==> config.mk <==
export PLATFORM = sky130hd
export DESIGN_NAME = onehot_seq_decoder
export DESIGN_NICKNAME = d
export VERILOG_FILES = /design/src/rtl/onehot_seq_decoder.sv
export SDC_FILE = /design/constraint.sdc
export NUM_CORES = 1
export LEC_CHECK = 0
export ABC_AREA = 1
export BUFFER_PORTS_ARGS = -buffer_cell sky130_fd_sc_hd__buf_2
export CAP_MARGIN = 0
export CORE_UTILIZATION = 35
export DETAILED_ROUTE_END_ITERATION = 8
export PLACE_DENSITY = 0.72
export SYNTH_ARGS = -nofsm -noshare
export SYNTH_HDL_FRONTEND = slang
export SYNTH_SLANG_ARGS = --single-unit
==> constraint.sdc <==
create_clock -name clk -period 1.12 [get_ports clk]
set_input_delay 0.168 -clock clk [delete_from_list [all_inputs] [get_ports clk]]
set_output_delay 0.168 -clock clk [all_outputs]
set_load 0.005 [all_outputs]
==> src/rtl/onehot_seq_decoder.sv <==
// Registered SEL_W-to-2^SEL_W one-hot decoder with a valid/ready output slot.
// Define ONEHOT_SEQ_DECODER_SCAN_EN to add the self-walking scan sweep.
`timescale 1ns/1ps
module onehot_seq_decoder #(
    parameter int unsigned SEL_W = 3
) (
    input  logic             clk,
    input  logic             rst_n,
    input  logic             mode,
    input  logic             in_valid,
    output logic             in_ready,
    input  logic [SEL_W-1:0] in_sel,
    input  logic             scan_start,
    output logic             out_valid,
    input  logic             out_ready,
    output logic [(1<<SEL_W)-1:0] out_onehot,
    output logic [SEL_W-1:0] out_sel,
    output logic             busy
);

    localparam int unsigned OUT_W = 1 << SEL_W;

    logic             slot_free;
    logic             load;
    logic [SEL_W-1:0] load_sel;

    assign slot_free = !out_valid || out_ready;

`ifdef ONEHOT_SEQ_DECODER_SCAN_EN
    typedef enum logic {IDLE, SCAN} state_t;

    state_t state_q, state_d;

    // State register
    always_ff @(posedge clk or negedge rst_n) begin
        if (!rst_n) begin
            state_q <= IDLE;
        end else begin
            state_q <= state_d;
        end
    end

    // Next state, load selection and input handshake
    always_comb begin
        state_d  = state_q;
        load     = 1'b0;
        load_sel = out_sel;
        in_ready = 1'b0;
        case (state_q)
            IDLE: begin
                in_ready = slot_free && !mode;
                if (!mode && in_valid && slot_free) begin
                    load     = 1'b1;
                    load_sel = in_sel;
                end else if (mode && scan_start && slot_free) begin
                    load     = 1'b1;
                    load_sel = '0;
                    state_d  = SCAN;
                end
            end
            SCAN: begin
                // The last index retires without a wrap back to 0
                if (out_valid && out_ready) begin
                    if (out_sel == SEL_W'(OUT_W - 1)) begin
                        state_d = IDLE;
                    end else begin
                        load     = 1'b1;
                        load_sel = out_sel + SEL_W'(1);
                    end
                end
            end
            default: state_d = IDLE;
        endcase
    end

    assign busy = (state_q == SCAN);
`else
    logic unused_inputs;

    assign unused_inputs = ^{mode, scan_start};
    assign in_ready      = slot_free;
    assign load          = in_valid && slot_free;
    assign load_sel      = in_sel;
    assign busy          = 1'b0;
`endif

    // Output slot: load, drain to empty, or hold under back-pressure
    always_ff @(posedge clk or negedge rst_n) begin
        if (!rst_n) begin
            out_valid  <= 1'b0;
            out_onehot <= '0;
            out_sel    <= '0;
        end else if (load) begin
            out_valid  <= 1'b1;
            out_onehot <= OUT_W'(1) << load_sel;
            out_sel    <= load_sel;
        end else if (slot_free) begin
            out_valid  <= 1'b0;
            out_onehot <= '0;
        end
    end

endmodule

Word-level counts from Yosys, hierarchy flattened
Cells that the tools add are included.
- reductions and logical operators: 4
- multiplexer cells: 4
- shift operators: 1
- operators with widths (kind ; number):
    8-bit 2-to-1 mux ; 2
    1-bit by 3-bit left shift with 8-bit output, first input constant ; 1
    1-bit 2-to-1 mux ; 2
    2-bit nonzero test ; 1
    1-bit logical AND ; 1
    1-bit logical NOT ; 1
    1-bit logical OR ; 1
- input port bits: 9
- output and inout bits: 14
- word-level logic and storage cells: 12
- flip-flop bits (word level): 12

Longest topological paths before layout
Gate-level depths: netlist of the first run.
- word-level depth: 4
- depth in mapped cells: 5
- gate-level depth less buffers: 5

Worst setup path after synthesis of the first run
No wires, ideal clock.
- kind: reg2reg
- start point: register out_valid
- end point: register out_onehot[3]
- path slack: 283 ps
- setup time: 126 ps
- stages on the path, launching flop included: 5
- data arrival time: 711 ps
- period minus slack after synthesis: 837 ps
- path buffers: 0
- cells stage by stage: dfrtp_1 nand2_4 inv_2 nand2_1 o21ai_0
- longest elaborated chain between the ends: 4
- elaborated cells on any way between the ends: 5
- classes of those cells: 1 x mux; 4 x reduce/logical
- RTL lines (what ; line ; RTL):
    start: declaration ; 14 ; output logic out_valid,
    start signal: assignment ; 90 ; out_valid <= 1'b0;
    start signal: assignment ; 94 ; out_valid <= 1'b1;
    start signal: assignment ; 98 ; out_valid <= 1'b0;
    1-bit logical NOT * ; 27 ; assign slot_free = !out_valid || out_ready;
    1-bit logical OR * ; 27 ;
    via in_ready ; 11 ; output logic in_ready,
    1-bit logical AND ; 82 ; assign load = in_valid && slot_free;
    8-bit 2-to-1 mux or 2-bit nonzero test (tied branches) ; n/a ;
    end signal: assignment ; 95 ; out_onehot <= OUT_W'(1) << load_sel;
    end: declaration ; 16 ; output logic [(1<<SEL_W)-1:0] out_onehot,
Mark *: on every way through the listed nets, which the timed path passes. The rest lies on a longest branch.
A chain may end at the register's enable or synchronous reset.

Final worst setup path of the first run
- start point: register out_valid
- end point: output in_ready
- longest elaborated chain between the ends: 2
- RTL lines (what ; line):
    1-bit logical NOT ; 27
    1-bit logical OR ; 27
    end: declaration ; 11
Every way passes these cells.

==> qor.yml, run 1 <==
clock_sinks: 12
finalSetupViolations: 0
ant_nets: 0
final_cell_mix: "nand2_1 (26), buf_2 (19), dfrtp_1 (12)"
cts-buffers-inserted: 3
min_path_cells: 3
synth_xor_area_share_pct: 0
critPathCaptureType: "output port"
synth_adder_area_share_pct: 0
fin_crit_ns: 1.05
grt_start_max_net_pins: 13
p_clk_share_pct: 35.3
power.net_switching_w: 0.000237
cts_root_buf: "clkbuf_4"
rsz0062_at_grt: "false"
drv_cap: 0
layout-drive-gt1-share_pct: 35.2
post-route-util_pct: 52.0
internal-power_w: 0.000719
fmax_mhz: 950
hold_path_class: "in -> reg"
firstDrtPassIters: 4
grt_pass1_vias: 415
stdcell_count: 106
syn_nets: 74
cp.required_ns: 0.95
rows: 13
sw_frac_of_total_pct: 24.8
critPathKind: "reg -> out"
yosys_warnings: 0
gp_congestion: 0.785
fin_crit_sh_pct: 94.0
grt_usage_pct: 16.2
grt-ovfl-total: 0
seq_power_share_pct: 49.8
power.total_w: 0.000956
routed_wl_um: 1140
drtIter0Drc: 5
final_hold_viol_count: 0
syn-cell-area_um2: 539
dieArea_um2: 1700
drt-vias-per-instance: 4.59
worstPathMaxFanout: 3
power.density_nw_per_um2: 1350
r2r_cells: 4
cts_tree: "done"
cts_max_path_buffers: 2
synth-simple-area-share_pct: 30.6
synth_cell_types: 14
grt_pass1_wl_um: 1730
synth_compound_area_share_pct: 5.34
synth_seq_cells: 12
die_w_um: 41.3
die_y_um: 41.3
post-dp-hpwl_um: 824
combPwrFrac_pct: 14.9
io_buffer_count: 19
cts_max_level: 1
start_kind: "flip-flop"
antenna_found_initial: 0
start_util_pct: 39.5
synth_mux_area_share_pct: 0
slew_viol_final: 0
status: "complete, no violations"
synth_top_family_by_area: "simple AND/OR/NAND/NOR gates"
final_common_cell: "nand2_1"
io_pins: 23
clock_latency_ns: 0.27
dpl.cell_count: 97
avgSynthCellArea_um2: 8.30
skew_ns: 0.00275
tns_ns: 0
p_leak_nw: 0.421
syn_inst: 65
drc: 0
vias: 487
cp.arrival_ns: 0.88
fp.coreArea_um2: 1370
ir_worst_vdd_uv: 575
areaGrowthSynthToFinish_pct: 31.8
layout.nets: 101
wl_per_cell_um: 10.8
cts.clk_slew.worst_paths_ns: 0.07
antenna_cells: 0
ys_seq_area_share_pct: 55.7
power by group through the flow:
stage                     sequential [W]  combinational, W  clock [W]
after floorplan                 0.000487         0.0000630          0
after global placement          0.000483          0.000123          0
after detailed placement        0.000485          0.000126          0
after CTS                       0.000476          0.000133   0.000352
after global routing            0.000479          0.000163   0.000374
final                           0.000476          0.000142   0.000338
synthesized netlist by cell type:
library cell	number	share of area (%)
nand2_1	26	18
buf_4	1	1.4
inv_1	4	2.8
buf_6	1	2.1
a21oi_2	1	1.6
o21ai_0	2	1.9
nand3_1	7	6.5
o21ai_1	2	1.9
inv_2	2	1.4
conb_1	1	0.70
nand2_4	1	2.1
dfrtp_1	12	56
nor2_1	4	2.8
nand2_2	1	1.2
metrics by stage:
stage / instance area, µm² / setup WS [ns] / hold WS [ns]
floorplan: 539 / 0.283 / -0.128
global placement: 634 / 0.258 / 0.0533
detailed placement: 634 / 0.189 / 0.0579
CTS: 688 / 0.00390 / 0.169
global route: 711 / 0.0277 / 0.193
finish: 711 / 0.0671 / 0.174
metal layers:
layer / GRT usage [%] / part of all wire (%) / routed length (µm)
met1: 21.6 / 49 / 562
met2: 23.8 / 43 / 493
met3: 3.26 / 5.9 / 67
met4: 9.68 / 1.9 / 22
met5: 0 / 0 / 0
worst max-delay path: stages, from the launching register on:
cell	delay, ns
dfrtp_1	0.43
nand2_4	0.08
buf_2	0.10
timing repair:
| action | CTS | global route |
|---|---|---|
| resized for setup | 0 | 0 |
| buffers inserted | 1 | 3 |
| endpoints found under the hold margin | 12 | 0 |
| pin swaps | 0 | 1 |
| endpoints found under the setup margin | 1 | 1 |
| hold buffers | 1 | 0 |
cell type report:
cell class | instances | area, µm²
fill | 147 | 656
sequential | 12 | 300
timing repair buffer | 24 | 135
clock buffer | 4 | 36.3
tap | 15 | 18.8
multi-input combinational | 45 | 198
inverter | 6 | 22.5
sequential cells by signal, summed over array words and instances (netlist names):
| signal | flops |
|---|---|
| out_onehot | 8 |
| out_sel | 3 |
| out_valid | 1 |
worst paths after layout:
path | start | endpoint | slack (ns)
min in group asynchronous | rst_n | out_sel[2] | 0.30
setup reg to reg | out_valid | out_onehot[2] | 0.12
max in group asynchronous | rst_n | out_onehot[1] | 0.60
hold / removal | in_valid | out_valid | 0.17
hold reg to reg | out_onehot[0] | out_onehot[0] | 0.48
setup / recovery | out_valid | in_ready | 0.07
kinds of logic (layout without fill, tap and decap cells):
group / count (synthesis) / after routing
AND/OR/NAND/NOR: 39 / 39
flip-flops: 12 / 12
buffers and inverters: 8 / 34
AO/OA/AOI/OAI: 5 / 5
other: 1 / 1
No activity file was read; power rests on OpenSTA's default activity.
==> run 2: changes to the inputs <==
--- a/config.mk
+++ b/config.mk
@@ -8,6 +8,7 @@
 export ABC_AREA = 1
 export BUFFER_PORTS_ARGS = -buffer_cell sky130_fd_sc_hd__buf_2
 export CAP_MARGIN = 0
+export CORE_MARGIN = 2
 export CORE_UTILIZATION = 35
 export DETAILED_ROUTE_END_ITERATION = 8
 export PLACE_DENSITY = 0.72
==> run 2 against run 1 <==
Effect of this change:
- clock power grew 3%
- count of clock-buffer cells in the layout unchanged
- global-route usage down 2.8 points
- maximum frequency down 2.1%
- flip-flop and latch count is the same
- routed wire length down 5.9%
- combinational power down 4%
- largest cell class unchanged
==> qor.yml, run 2 (synthesized netlist as in run 1, its figures left out) <==
fmax_mhz: 930  # -2.1%
r2r_cells: 4  # unchanged
grt-ovfl-total: 0  # unchanged
critPathCaptureType: "output port"
grt_start_max_net_pins: 13  # unchanged
grt_usage_pct: 13.4  # -2.8 points
die_w_um: 43.3  # +4.8%
antenna_found_initial: 0  # unchanged
critPathKind: "reg -> out"
rsz0062_at_grt: "false"
cp.required_ns: 0.95  # about the same
start_kind: "flip-flop"
fin_ws_ns: 0.0448  # -0.0222 ns
dp_slack_ns: 0.218  # +0.0285 ns
cp_slowest_cell: "dfrtp_1"
drt-vias-per-instance: 4.57  # -0.50%
clock_latency_ns: 0.28  # about the same
largest_register: "out_onehot"
ir_worst_vdd_uv: 935  # +63%
fin_crit_ns: 1.08  # +0.0222 ns
grt_pass1_vias: 409  # -1.4%
final_common_cell: "nand2_1"
cts-buffers-inserted: 3  # unchanged
ant_nets: 0  # unchanged
vias: 480  # -1.4%
fin_crit_sh_pct: 96.0  # +2.0 points
drv_cap: 0  # unchanged
multi_input_area_um2: 198  # unchanged
cts.clk_slew.worst_paths_ns: 0.07  # about the same
sw_frac_of_total_pct: 25.4  # +0.58 points
cts_max_level: 1  # unchanged
cp.arrival_ns: 0.91  # +0.03 ns
wl_per_cell_um: 10.3  # -5.0%
power.density_nw_per_um2: 1370  # +1.5%
dieArea_um2: 1870  # +9.9%
p_clk_share_pct: 36.3  # +1.0 points
status: "complete, no violations"
seq_power_share_pct: 49.6  # -0.2 points
final_hold_viol_count: 0  # unchanged
power.net_switching_w: 0.000244  # +2.8%
internal-power_w: 0.000717  # -0.34%
areaGrowthSynthToFinish_pct: 30.4
finalSetupViolations: 0  # unchanged
critPathMaxStageDelay_ns: 0.43  # about the same
combPwrFrac_pct: 14.2  # -0.7 points
firstDrtPassIters: 4  # unchanged
min_path_cells: 3  # unchanged
io_buffer_count: 19  # unchanged
p_leak_nw: 0.414  # -1.5%
skew_ns: 0.00116  # -0.00159 ns
stdcell_count: 105  # -0.94%
largest_reg_flops: 8  # unchanged
io_pins: 23  # unchanged
seq_area_um2: 300  # unchanged
grt_pass1_wl_um: 1810  # +4.8%
cts_tree: "done"
routed_wl_um: 1080  # -5.9%
final_cell_mix: "nand2_1 (26), buf_2 (18), dfrtp_1 (12)"
rows: 14  # +1
power.total_w: 0.000961  # +0.43%
layout-drive-gt1-share_pct: 33.7  # -1.5 points
slew_viol_final: 0  # unchanged
cts_root_buf: "clkbuf_4"
cts_max_path_buffers: 2  # unchanged
clock_sinks: 12  # unchanged
drc: 0  # unchanged
path_cells: "nand2_4, buf_6"
dpl.cell_count: 98  # +1.0%
worstPathMaxFanout: 4  # +1
post-dp-hpwl_um: 785  # -4.7%
nFillCells: 165  # +12%
drtIter0Drc: 19  # +14
tns_ns: 0  # unchanged
hold_path_class: "in -> reg"
start_util_pct: 36.6  # -2.8 points
layout.nets: 99  # -2.0%
fp.coreArea_um2: 1470  # +7.7%
reg_top3: "out_onehot: 8 flops, out_sel: 3 flops, out_valid: 1 flops"
die_y_um: 43.3  # +4.8%
antenna_cells: 0  # unchanged
gp_congestion: 0.794  # +1.1%
run 2: cell types whose count changed in the layout (fill, tap and decap cells not counted):
cell and delta:
buf_6 +1, buf_2 -1, buf_4 -2
run 2: final timing paths:
path                               startpoint            end  slack, ns
worst min-delay path                 in_valid      out_valid       0.17
worst min register to register  out_onehot[4]  out_onehot[4]       0.48
max in group asynchronous               rst_n     out_sel[0]       0.63
worst max register to register      out_valid  out_onehot[5]       0.14
min in group asynchronous               rst_n      out_valid       0.29
worst max-delay path                out_valid       in_ready       0.04
run 2: timing repair:
action / CTS / global route
endpoints found under the hold margin: 12 / 0
setup buffers: 0 / 2
hold buffers: 1 / 0
pin swaps: 1 / 1
endpoints found under the setup margin: 1 / 1
resized for setup: 0 / 1
run 2: power groups by stage:
stage / Combinational (W) / Sequential (W) / Clock (W)
6_report: 0.000136 / 0.000476 / 0.000348
5_1_grt: 0.000155 / 0.000480 / 0.000370
4_1_cts: 0.000129 / 0.000476 / 0.000351
3_5_place_dp: 0.000126 / 0.000484 / 0
3_3_place_gp: 0.000123 / 0.000483 / 0
2_1_floorplan: 0.0000630 / 0.000487 / 0
run 2: worst max-delay path, delay by kind of cell, from the launching register on:
family | cells | cell delay (ns)
buffers and inverters | 1 | 0.09
flip-flops | 1 | 0.43
AND/OR/NAND/NOR | 1 | 0.11
run 2: per-layer routing:
metal | up-vias | share of wire (%) | routed length [µm] | GRT usage, %
li1 | 245 | - | - | -
met1 | 213 | 48 | 517 | 17.1
met2 | 19 | 44 | 470 | 21.2
met3 | 3 | 6.3 | 68 | 2.55
met4 | 0 | 1.9 | 20 | 7.27
met5 | - | 0 | 0 | 0
run 2: final cells by class:
| cell class | count | share of cell area (%) |
|---|---|---|
| sequential | 12 | 42.7 |
| clock buffer | 4 | 5.16 |
| timing repair buffer | 22 | 18.0 |
| inverter | 6 | 3.20 |
| multi-input combinational | 45 | 28.1 |
| tap | 16 | 2.85 |
run 2: through the flow:
stage               area, µm²  hold slack (ns)  util, %
global placement          636           0.0518     43.2
CTS                       682            0.173     46.3
finish                    703            0.171     47.8
detailed placement        636           0.0602     43.2
global route              703            0.199     47.8
floorplan                 539           -0.128        -
==> run 3: changes to the inputs <==
--- a/config.mk
+++ b/config.mk
@@ -12,6 +12,7 @@
 export CORE_UTILIZATION = 35
 export DETAILED_ROUTE_END_ITERATION = 8
 export PLACE_DENSITY = 0.72
+export REMOVE_ABC_BUFFERS = 1
 export SYNTH_ARGS = -nofsm -noshare
 export SYNTH_HDL_FRONTEND = slang
 export SYNTH_SLANG_ARGS = --single-unit
==> run 3 against run 2 <==
Effect of this change:
- critical path type unchanged
- routed wire length decreased by 0.56%
- final area decreased by 1.8%
- first-iteration DRC count is 47% lower
- combinational power barely moved
- power down 9.0%
- clock power down 24%
- cell count is the same
- critical path depth did not move
- register-to-register slack about the same
- maximum frequency grew 2.3%
- die area did not move
- core utilization decreased by 0.85 points
==> qor.yml, run 3 (synthesized netlist as in run 1, its figures left out) <==
status: "complete, no violations"
largest_register: "out_onehot"
drv_cap: 0  # unchanged
min_to: "out_valid"
cp.arrival_ns: 0.88  # -0.03 ns
largest_reg_flops: 8  # unchanged
cts_tree: "done"
tns_ns: 0  # unchanged
p_leak_nw: 0.409  # -1.3%
grt_usage_pct: 12.6  # -0.84 points
drt-vias-per-instance: 4.58  # +0.21%
critPathCaptureType: "output port"
placed_cell_area_um2: 636  # unchanged
post-dp-hpwl_um: 756  # -3.7%
fmax_mhz: 952  # +2.3%
final_common_cell: "nand2_1"
rows: 14  # unchanged
firstDrtPassIters: 4  # unchanged
min_path_cells: 3  # unchanged
rsz0062_at_grt: "false"
start_util_pct: 36.6  # unchanged
cts_resized: 0  # unchanged
final_hold_viol_count: 0  # unchanged
io_buffer_count: 19  # unchanged
cts-buffers-inserted: 3  # unchanged
clock_sinks: 12  # unchanged
hold_path_class: "in -> reg"
wl_per_cell_um: 10.2  # -0.56%
fin_crit_ns: 1.05  # -0.0246 ns
grt_pass1_wl_um: 1720  # -4.9%
drc: 0  # unchanged
clock_latency_ns: 0.27  # about the same
r2r_cells: 5  # +1
cts_max_path_buffers: 2  # unchanged
stdcell_count: 105  # unchanged
die_y_um: 43.3  # unchanged
grt_pass1_vias: 409  # unchanged
start_kind: "flip-flop"
slew_viol_final: 0  # unchanged
grt_start_max_net_pins: 13  # unchanged
ant_nets: 0  # unchanged
ir_worst_vdd_uv: 536  # -43%
rr_endpoint: "out_sel[1]"
cts_root_buf: "clkbuf_4"
fp.coreArea_um2: 1470  # unchanged
die_w_um: 43.3  # unchanged
antenna_found_initial: 0  # unchanged
cts.clk_slew.worst_paths_ns: 0.07  # about the same
fin_crit_sh_pct: 93.8  # -2.2 points
gp_congestion: 0.771  # -2.9%
layout-drive-gt1-share_pct: 33.7  # unchanged
grt-ovfl-total: 0  # unchanged
io_pins: 23  # unchanged
skew_ns: 0.00297  # +0.00180 ns
dpl.cell_count: 98  # unchanged
worstPathMaxFanout: 3  # -1
final_cell_mix: "nand2_1 (26), buf_2 (19), dfrtp_1 (12)"
fin_area_um2: 691  # -1.8%
power.density_nw_per_um2: 1270  # -7.4%
areaGrowthSynthToFinish_pct: 28.1
finalSetupViolations: 0  # unchanged
cp.required_ns: 0.95  # about the same
r2r-start: "out_valid"
hold_slack_ns: 0.172  # +0.00151 ns
r2r_slack_ns: 0.13  # about the same
routed_wl_um: 1070  # -0.56%
critPathKind: "reg -> out"
drtIter0Drc: 10  # -9
hold_start: "in_valid"
cts_max_level: 1  # unchanged
reg_top3: "out_onehot: 8 flops, out_sel: 3 flops, out_valid: 1 flops"
antenna_cells: 0  # unchanged
dieArea_um2: 1870  # unchanged
layout.nets: 100  # +1.0%
vias: 481  # +0.21%
-- run 3: cell types whose count changed in the layout (fill, tap and decap cells not counted), sizes merged --
| cell | previous run | this run |
|---|---|---|
| buf | 21 | 22 |
| clkbuf | 4 | 3 |
-- run 3: power breakdown --
part	internal [W]	switching (W)	total, W
Combinational	0.0000591	0.0000779	0.000137
Sequential	0.000460	0.0000143	0.000474
Clock	0.000124	0.000138	0.000263
-- run 3: area by class of cell --
cell class                      count  area, µm²
Clock buffer                        3       22.5
Fill cell                         151        781
Inverter                            6       22.5
Multi-Input combinational cell     45        198
Sequential cell                    12        300
Tap cell                           16       20.0
Timing Repair Buffer               23        128
-- run 3: critical path, cell delays in order (launching register included) --
cell     delay (ns)
dfrtp_1        0.43
nand2_4        0.09
buf_2          0.10
-- run 3: per-layer routing --
layer  global-route usage (%)  part of all wire (%)  wire length (µm)  vias up
li1                         -                     -                 -      250
met1                     16.9                    48               518      208
met2                     17.6                    43               462       19
met3                     1.28                   5.2                56        4
met4                     10.9                   3.2                34        0
met5                        0                     0                 0        -
-- run 3: how the worst max path moves through the flow --
stage | start | endpoint | slack, ns
after CTS | out_valid | in_ready | 0.009
after global placement | out_valid | out_onehot[5] | 0.25
after detailed placement | out_valid | out_sel[1] | 0.23
final | out_valid | in_ready | 0.07
after floorplan | out_valid | out_onehot[3] | 0.28
after global routing | out_valid | in_ready | 0.05
-- run 3: through the flow --
step | power, W | util (%) | setup slack, ns
final | 0.000874 | 46.9 | 0.0694
after global routing | 0.000920 | 46.9 | 0.0469
after global placement | 0.000607 | 43.2 | 0.250
after CTS | 0.000868 | 45.4 | 0.00947
after floorplan | 0.000541 | - | 0.283
after detailed placement | 0.000609 | 43.2 | 0.226
-- run 3: repair_timing --
action,in CTS,in global routing
setup endpoints to repair,1,1
hold buffers,1,0
buffers inserted,0,3
pin swaps,1,1
hold endpoints to repair,12,0
